`config.mk`:
```
export PLATFORM = sky130hd
export DESIGN_NAME = uart_tx_feeder
export DESIGN_NICKNAME = d
export VERILOG_FILES = /design/src/rtl/uart_pkg.sv /design/src/rtl/sync_fifo.sv /design/src/rtl/uart_tx_feeder.sv
export SDC_FILE = /design/constraint.sdc
export NUM_CORES = 1
export LEC_CHECK = 0
export CAP_MARGIN = 5
export CORE_ASPECT_RATIO = 0.9
export CORE_MARGIN = 3
export CORE_UTILIZATION = 34
export DETAILED_ROUTE_END_ITERATION = 6
export SLEW_MARGIN = 5
export SYNTH_ARGS = -nofsm -noshare
export SYNTH_HDL_FRONTEND = slang
export SYNTH_SLANG_ARGS = --single-unit
```
`constraint.sdc`:
```
create_clock -name clk -period 5.1 [get_ports clk]
set_input_delay 1.53 -clock clk [delete_from_list [all_inputs] [get_ports clk]]
set_output_delay 1.53 -clock clk [all_outputs]
set_load 0.005 [all_outputs]
```
`src/rtl/uart_pkg.sv`:
```
// rtl/uart_pkg.sv - shared feeder state encoding and default sizing for the UART transmit path
package uart_pkg;

  localparam int DEFAULT_WORD_LENGTH = 8;
  localparam int DEFAULT_DEPTH       = 8;

  typedef enum logic [1:0] {
    IDLE      = 2'd0,
    ISSUE     = 2'd1,
    WAIT_DONE = 2'd2
  } feeder_state_t;

endpackage

```
`src/rtl/sync_fifo.sv`:
```
// rtl/sync_fifo.sv - single-clock byte FIFO with occupancy count and sticky overflow flag
module sync_fifo
  import uart_pkg::*;
#(
  parameter int WIDTH  = DEFAULT_WORD_LENGTH,
  parameter int DEPTH  = DEFAULT_DEPTH,
  parameter int ADDR_W = $clog2(DEPTH)
) (
  input  logic              clk,
  input  logic              reset,
  input  logic              wr_en,
  input  logic [WIDTH-1:0]  wr_data,
  input  logic              rd_en,
  output logic [WIDTH-1:0]  rd_data,
  output logic              full,
  output logic              empty,
  output logic [ADDR_W:0]   count,
  output logic              overflow
);

  logic [WIDTH-1:0]  mem [DEPTH];
  logic [ADDR_W-1:0] wr_ptr;
  logic [ADDR_W-1:0] rd_ptr;
  logic              wr_accept;
  logic              rd_accept;

  assign wr_accept = wr_en && !full;
  assign rd_accept = rd_en && !empty;

  // count is the only occupancy state; full/empty decode straight from that register
  assign full    = (count == (ADDR_W + 1)'(DEPTH));
  assign empty   = (count == '0);
  assign rd_data = mem[rd_ptr];

  always_ff @(posedge clk or posedge reset) begin
    if (reset) begin
      wr_ptr   <= '0;
      rd_ptr   <= '0;
      count    <= '0;
      overflow <= 1'b0;
    end else begin
      if (wr_accept) wr_ptr <= wr_ptr + 1'b1;
      if (rd_accept) rd_ptr <= rd_ptr + 1'b1;
      case ({wr_accept, rd_accept})
        2'b10:   count <= count + 1'b1;
        2'b01:   count <= count - 1'b1;
        default: count <= count;
      endcase
      if (wr_en && full) overflow <= 1'b1;
    end
  end

  always_ff @(posedge clk) begin
    if (wr_accept) mem[wr_ptr] <= wr_data;
  end

endmodule

```
`src/rtl/uart_tx_feeder.sv`:
```
// rtl/uart_tx_feeder.sv - buffers host bytes and launches one TX frame at a time toward the bit-level FSM
module uart_tx_feeder
  import uart_pkg::*;
#(
  parameter int WORD_LENGTH = DEFAULT_WORD_LENGTH,
  parameter int DEPTH       = DEFAULT_DEPTH,
  parameter int ADDR_W      = $clog2(DEPTH)
) (
  input  logic                   clk,
  input  logic                   reset,
  input  logic                   wr_en,
  input  logic [WORD_LENGTH-1:0] wr_data,
  output logic                   full,
  output logic                   empty,
  output logic [ADDR_W:0]        count,
  output logic                   overflow,
  input  logic                   tx_busy,
  output logic                   transmit,
  output logic [WORD_LENGTH-1:0] tx_data
);

  feeder_state_t          state;
  feeder_state_t          state_next;
  logic                   pop;
  logic [WORD_LENGTH-1:0] head_data;

  sync_fifo #(
    .WIDTH  (WORD_LENGTH),
    .DEPTH  (DEPTH),
    .ADDR_W (ADDR_W)
  ) u_fifo (
    .clk      (clk),
    .reset    (reset),
    .wr_en    (wr_en),
    .wr_data  (wr_data),
    .rd_en    (pop),
    .rd_data  (head_data),
    .full     (full),
    .empty    (empty),
    .count    (count),
    .overflow (overflow)
  );

  always_ff @(posedge clk or posedge reset) begin
    if (reset) begin
      state    <= IDLE;
      transmit <= 1'b0;
      tx_data  <= '0;
    end else begin
      state    <= state_next;
      transmit <= (state_next == ISSUE);
      if (pop) tx_data <= head_data;
    end
  end

  // tx_data only reloads from IDLE, so it is frozen for the whole ISSUE/WAIT_DONE span
  always_comb begin
    state_next = state;
    pop        = 1'b0;
    case (state)
      IDLE: begin
        if (!empty) begin
          pop        = 1'b1;
          state_next = ISSUE;
        end
      end
      ISSUE: begin
        if (tx_busy) state_next = WAIT_DONE;
      end
      WAIT_DONE: begin
        if (!tx_busy) state_next = IDLE;
      end
      default: state_next = IDLE;
    endcase
  end

endmodule

```
==> results of run 1 <==
## report_power, final
part / internal [mW] / total, mW / switching, mW
Clock: 0.382 / 0.643 / 0.262
Sequential: 0.925 / 1.10 / 0.174
Combinational: 0.389 / 0.769 / 0.380
## cell usage in the layout (no fill, tap or decap), types with 4 or more instances in the layout
cell type	instances
a22oi_1	16
mux2i_1	32
clkdlybuf4s50_1	27
nand3_2	8
xor2_1	5
ha_1	5
dfrtp_1	21
nand2_1	28
clkbuf_16	9
nor2_1	8
nand2b_1	4
edfxtp_1	64
## through the flow
step,worst slack (ps),utilization (%),instances,instance area [µm²]
finish,1660,42.6,390,4220
global route,1560,42.6,390,4220
CTS,1630,42.6,390,4220
detailed placement,1410,39.5,374,3920
global placement,1420,39.5,374,3920
floorplan,2150,-,230,3560
## cell families (layout without fill, tap and decap cells)
family / Yosys count / in the layout / share of synthesized area [%]
DFF: 86 / 86 / 69.5
and+or+nand+nor: 62 / 62 / 10.0
muxes: 33 / 33 / 9.31
AOI/OAI and AO/OA: 23 / 23 / 4.67
buffers and inverters: 12 / 46 / 2.35
xor gates and xnor gates: 9 / 9 / 2.43
adders and majority gates: 5 / 5 / 1.76
## per-layer routing
metal	track usage (%)	vias to the layer above	wire, µm
li1	-	914	-
met1	16.7	893	3310
met2	17.2	32	2890
met3	4.11	2	222
met4	3.56	0	40
met5	0	-	0
## final cells by class
cell class | instances | area [µm²]
clock buffers | 10 | 229
clock inverters | 6 | 70.1
fillers | 898 | 5690
inverters | 3 | 13.8
multi-input cells | 132 | 1000
flip-flops and latches | 86 | 2470
well taps | 126 | 158
repair buffers | 27 | 270
## sequential cells by signal (all words and copies together) (netlist names)
signal and count:
transmit 1, u_fifo.wr_ptr 3, state 2, u_fifo.overflow 1
u_fifo.count 4, u_fifo.rd_ptr 3, tx_data 8, u_fifo.mem 64
## critical path: cells and delay by family, from the launching register on
family,cells,cell delay [ps]
AND/OR/NAND/NOR,1,490
flip-flops,1,470
buffers and inverters,1,600
## final timing paths
path / cells after the start / endpoint / start
max reg2reg: 10 / u_fifo.count[2] / u_fifo.count[1]
max: 2 / full / u_fifo.count[1]
min: 1 / u_fifo.overflow / u_fifo.overflow
max in group asynchronous: 2 / u_fifo.rd_ptr[0] / reset
min in group asynchronous: 2 / u_fifo.count[2] / reset
min reg2reg: 1 / u_fifo.overflow / u_fifo.overflow
==> results.yml, run 1 <==
outcome:
  outcome: "completed"
timing:
  hold_ws_ps: 462
  slew_headroom_pct: 23.0
  tns_ps: 0
  worst_pin_slew_ps: 1150
  setup_viol: 0
  hold_viol: 0
  fin_skew_ps: 14.7
  timing.fmax_mhz: 291
  final.period_utilization_pct: 67.4
  final_max_slew_viol_count: 0
  rsz0062_at_grt: "false"
  post-route-min-period_ps: 3440
clock_network:
  cts_num_sinks: 86
  cts.clk_slew.worst_paths_ps: 70
  root_buffer: "clkbuf_16"
  h-tree-depth: 3
  postCtsSetupBuffers: 0
  numCtsBuffers: 9
  cts_resized: 0
  cts_tree: "built"
  clk_latency_ps: 340
  clk_path_buf_depth: 2
  hold_buffers: 0
die:
  die-height_um: 103
  rows: 34
  dieWidth_um: 114
  start_util_pct: 35.9
  ios: 28
  core_area_um2: 9910
  die-area_um2: 11700
flow_run:
  cap_viol_max_count: 0
critical_path:
  critPathRequiredTime_ps: 3570
  crit_path_end_kind: "primary output"
  crit_path_max_incr_delay_ps: 600
  cp_slowest_cell: "clkdlybuf4s50_1"
  reg2reg_setup_slack_ps: 2530
  worstSetupPathType: "register to primary output"
  cp_max_fo: 8
  arrival_ps: 1910
  startpoint_type: "register"
  crit_path_cell_trace: "nor4b_2, clkdlybuf4s50_1"
final_layout:
  synthToLayoutAreaGrowth_pct: 18.5
  nets: 276
  diodes: 0
  drive_above_1_share_pct: 12.1
yosys:
  synth-edff-count: 64
  synthFlopType: "edfxtp_1"
  yosysMostFrequentCell: "edfxtp_1"
  synth.net_count: 247
  synthTopCellsByCount: "edfxtp_1 (64), mux2i_1 (32), nand2_1 (28)"
  netlist_area_um2: 3560
  synth_cells: 230
  yosysSeqAreaShare_pct: 69.5
  postSynthAreaPerCell_um2: 15.5
  ys_types: 35
  async_flop_share_pct: 25.6
  synth_seq_cells: 86
  yosysTopAreaCellShare_pct: 54.0
  yosysWarnings: 0
  synth_area_leaders: "edfxtp_1 (54%), dfrtp_1 (15%), mux2i_1 (9.0%)"
  yosys.area.top_type: "edfxtp_1"
drt:
  antenna_left: 0
  wire_per_inst_um: 16.6
  num_vias: 1841
  routed_wl_mm: 6.47
  first_pass_iters: 5
  via_per_inst: 4.72
  first_iter_violations: 125
  drc_errors: 0
power:
  static-leakage-power_nw: 1.57
  p_per_area_nw_per_um2: 596
  power_mw: 2.51
  vdd_drop_max_mv: 0.275
grt:
  grt_max_degree: 35
  grt_pass1_wl_mm: 9.97
  grt.overflow.total: 0
  grt_pass1_vias: 1770
  grt.total_usage_pct: 11.8
  antenna_found_initial: 0
place:
  dp_hpwl_mm: 4.20
  place_congestion: 0.756
  numPortBuffers: 27
worst_hold_path:
  min_path_type: "register to register"
Power figures use the tool's default switching activity.
==> run 2: changes to the inputs <==
- clock period: 5.1 -> 3.5 ns (I/O delays scaled with it)
==> run 2 against run 1 <==
Count of clock-buffer cells in the layout unchanged. Clock power increased by 34%. Largest power group unchanged. Worst setup slack got worse by 1100 ps. Non-clock buffer count is 11 higher. Combinational power rose by 51%. Core utilization increased by 0.61 points. Highest routed layer unchanged. Via count grew 5.3%.
==> results.yml, run 2 (synthesized netlist as in run 1, its figures left out) <==
final_layout:
  diodes: 0
  top_register: "u_fifo.mem"
  layout_common_cells: "edfxtp_1 (64), mux2i_1 (32), nand2_1 (28), clkdlybuf4s50_1 (27), dfrtp_1 (21)"
  fillers: 902
  synthToLayoutAreaGrowth_pct: 20.2
  stdcell_count: 401
  nets: 287
  final_common_cell: "edfxtp_1"
  final_cell_area_um2: 4280
  utilization_pct: 43.2
  top_regs: "u_fifo.mem x64, tx_data x8, u_fifo.count x4"
  largest_reg_flops: 64
  drive_above_1_share_pct: 15.6
drt:
  drc_errors: 0
  wire_per_inst_um: 16.7
  routed_wl_mm: 6.69
  antenna_left: 0
  num_vias: 1939
  first_pass_iters: 4
  first_iter_violations: 63
  via_per_inst: 4.84
die:
  die-height_um: 103
  die-area_um2: 11700
  rows: 34
  start_util_pct: 35.9
  core_area_um2: 9910
  dieWidth_um: 114
  ios: 28
clock_network:
  postCtsSetupBuffers: 0
  cts_resized: 0
  hold_buffers: 0
  clk_latency_ps: 330
  cts_tree: "built"
  cts.clk_slew.worst_paths_ps: 60
  root_buffer: "clkbuf_16"
  h-tree-depth: 3
  cts_num_sinks: 86
  numCtsBuffers: 9
  clk_path_buf_depth: 2
power:
  power.switching_mw: 1.20
  p_clk_share_pct: 23.8
  p_per_area_nw_per_um2: 847
  seq_power_share_pct: 44.3
  p_int_mw: 2.43
  swShare_pct: 33.0
  pwr-share-comb_pct: 31.9
  vdd_drop_max_mv: 0.300
  static-leakage-power_nw: 1.63
timing:
  timing.fmax_mhz: 340
  worst_pin_slew_ps: 1030
  slew_headroom_pct: 31.4
  hold_viol: 0
  rsz0062_at_grt: "false"
  fin_skew_ps: 6.78
  final.period_utilization_pct: 84.0
  final_max_slew_viol_count: 0
  post-route-min-period_ps: 2940
  tns_ps: 0
  setup_viol: 0
critical_path:
  worstSetupPathType: "register to primary output"
  crit_path_start: "u_fifo.count[1]"
  r2r-start: "u_fifo.count[1]"
  critPathRequiredTime_ps: 2450
  path_buf_inv: 1
  arrival_ps: 1890
  crit_path_max_incr_delay_ps: 590
  endpoint: "full"
  reg2reg_setup_slack_ps: 930
  cp_slowest_cell: "clkdlybuf4s50_1"
  crit_path_end_kind: "primary output"
  critical-path-top-delay-family: "buffers and inverters"
  startpoint_type: "register"
  worst-r2r-cell-count: 10
  crit_path_cell_trace: "nor4b_2, clkdlybuf4s50_1"
  r2r_end: "u_fifo.count[2]"
  cp_num_cells: 2
  cp_max_fo: 8
place:
  place_congestion: 0.755
  numPortBuffers: 27
  place_inst: 385
  dp_hpwl_mm: 4.44
  place_area_um2: 4000
grt:
  antenna_found_initial: 0
  grt_pass1_wl_mm: 10.6
  grt.overflow.total: 0
  grt_pass1_vias: 1948
  grt.total_usage_pct: 12.3
  grt_max_degree: 35
outcome:
  outcome: "completed"
worst_hold_path:
  min_path_type: "register to register"
flow_run:
  cap_viol_max_count: 0
## run 2: cell count changes in the layout (fill, tap and decap cells not counted)
cell / previous run / this run
clkinv_4: 1 / 3
buf_4: 0 / 11
clkinv_2: 0 / 1
bufinv_16: 1 / 0
clkinvlp_4: 3 / 1
## run 2: power by group through the flow
stage               Combinational [mW]  Sequential [mW]  Clock [mW]
floorplan                        0.893             1.50           0
global placement                  1.16             1.62           0
detailed placement                1.18             1.63           0
CTS                               1.18             1.61       0.888
global route                      1.29             1.64       0.935
finish                            1.16             1.61       0.862
## run 2: how the worst min path moves through the flow
| stage | start | to | slack (ps) | cells after the start |
|---|---|---|---|---|
| 5_1_grt | u_fifo.overflow | u_fifo.overflow | 510 | 1 |
| 3_5_place_dp | u_fifo.overflow | u_fifo.overflow | 450 | 1 |
| 6_report | u_fifo.overflow | u_fifo.overflow | 460 | 1 |
| 2_1_floorplan | u_fifo.overflow | u_fifo.overflow | 450 | 1 |
| 4_1_cts | u_fifo.overflow | u_fifo.overflow | 470 | 1 |
| 3_3_place_gp | u_fifo.overflow | u_fifo.overflow | 450 | 1 |
## run 2: worst register-to-register path, delay by kind of cell (launching register included)
| family | cells | cell delay [ps] |
|---|---|---|
| and+or+nand+nor | 3 | 760 |
| DFF | 1 | 470 |
| adders and majority gates | 2 | 470 |
| xor gates and xnor gates | 3 | 450 |
| AOI/OAI and AO/OA | 1 | 140 |
| buffers and inverters | 1 | 130 |
## run 2: per-layer routing
| layer | wire length (µm) | global-route usage, % |
|---|---|---|
| met4 | 29 | 2.83 |
| met5 | 0 | 0 |
| met1 | 3150 | 16.1 |
| met2 | 3260 | 20.1 |
| met3 | 246 | 3.93 |
## run 2: final cells by class
cell class | instances | area (µm²) | area share, %
Multi-Input combinational cell | 132 | 1000 | 23.5
Clock buffer | 10 | 229 | 5.35
Clock inverter | 6 | 47.5 | 1.11
Sequential cell | 86 | 2470 | 57.8
Tap cell | 126 | 158 | 3.69
Inverter | 3 | 13.8 | 0.322
Timing Repair Buffer | 38 | 353 | 8.25
## run 2: through the flow
step           total power, mW  setup WS [ps]  hold slack [ps]
2_1_floorplan             2.40           1030              451
4_1_cts                   3.68            520              465
6_report                  3.63            560              461
3_3_place_gp              2.78            437              448
3_5_place_dp              2.81            414              446
5_1_grt                   3.87            454              507
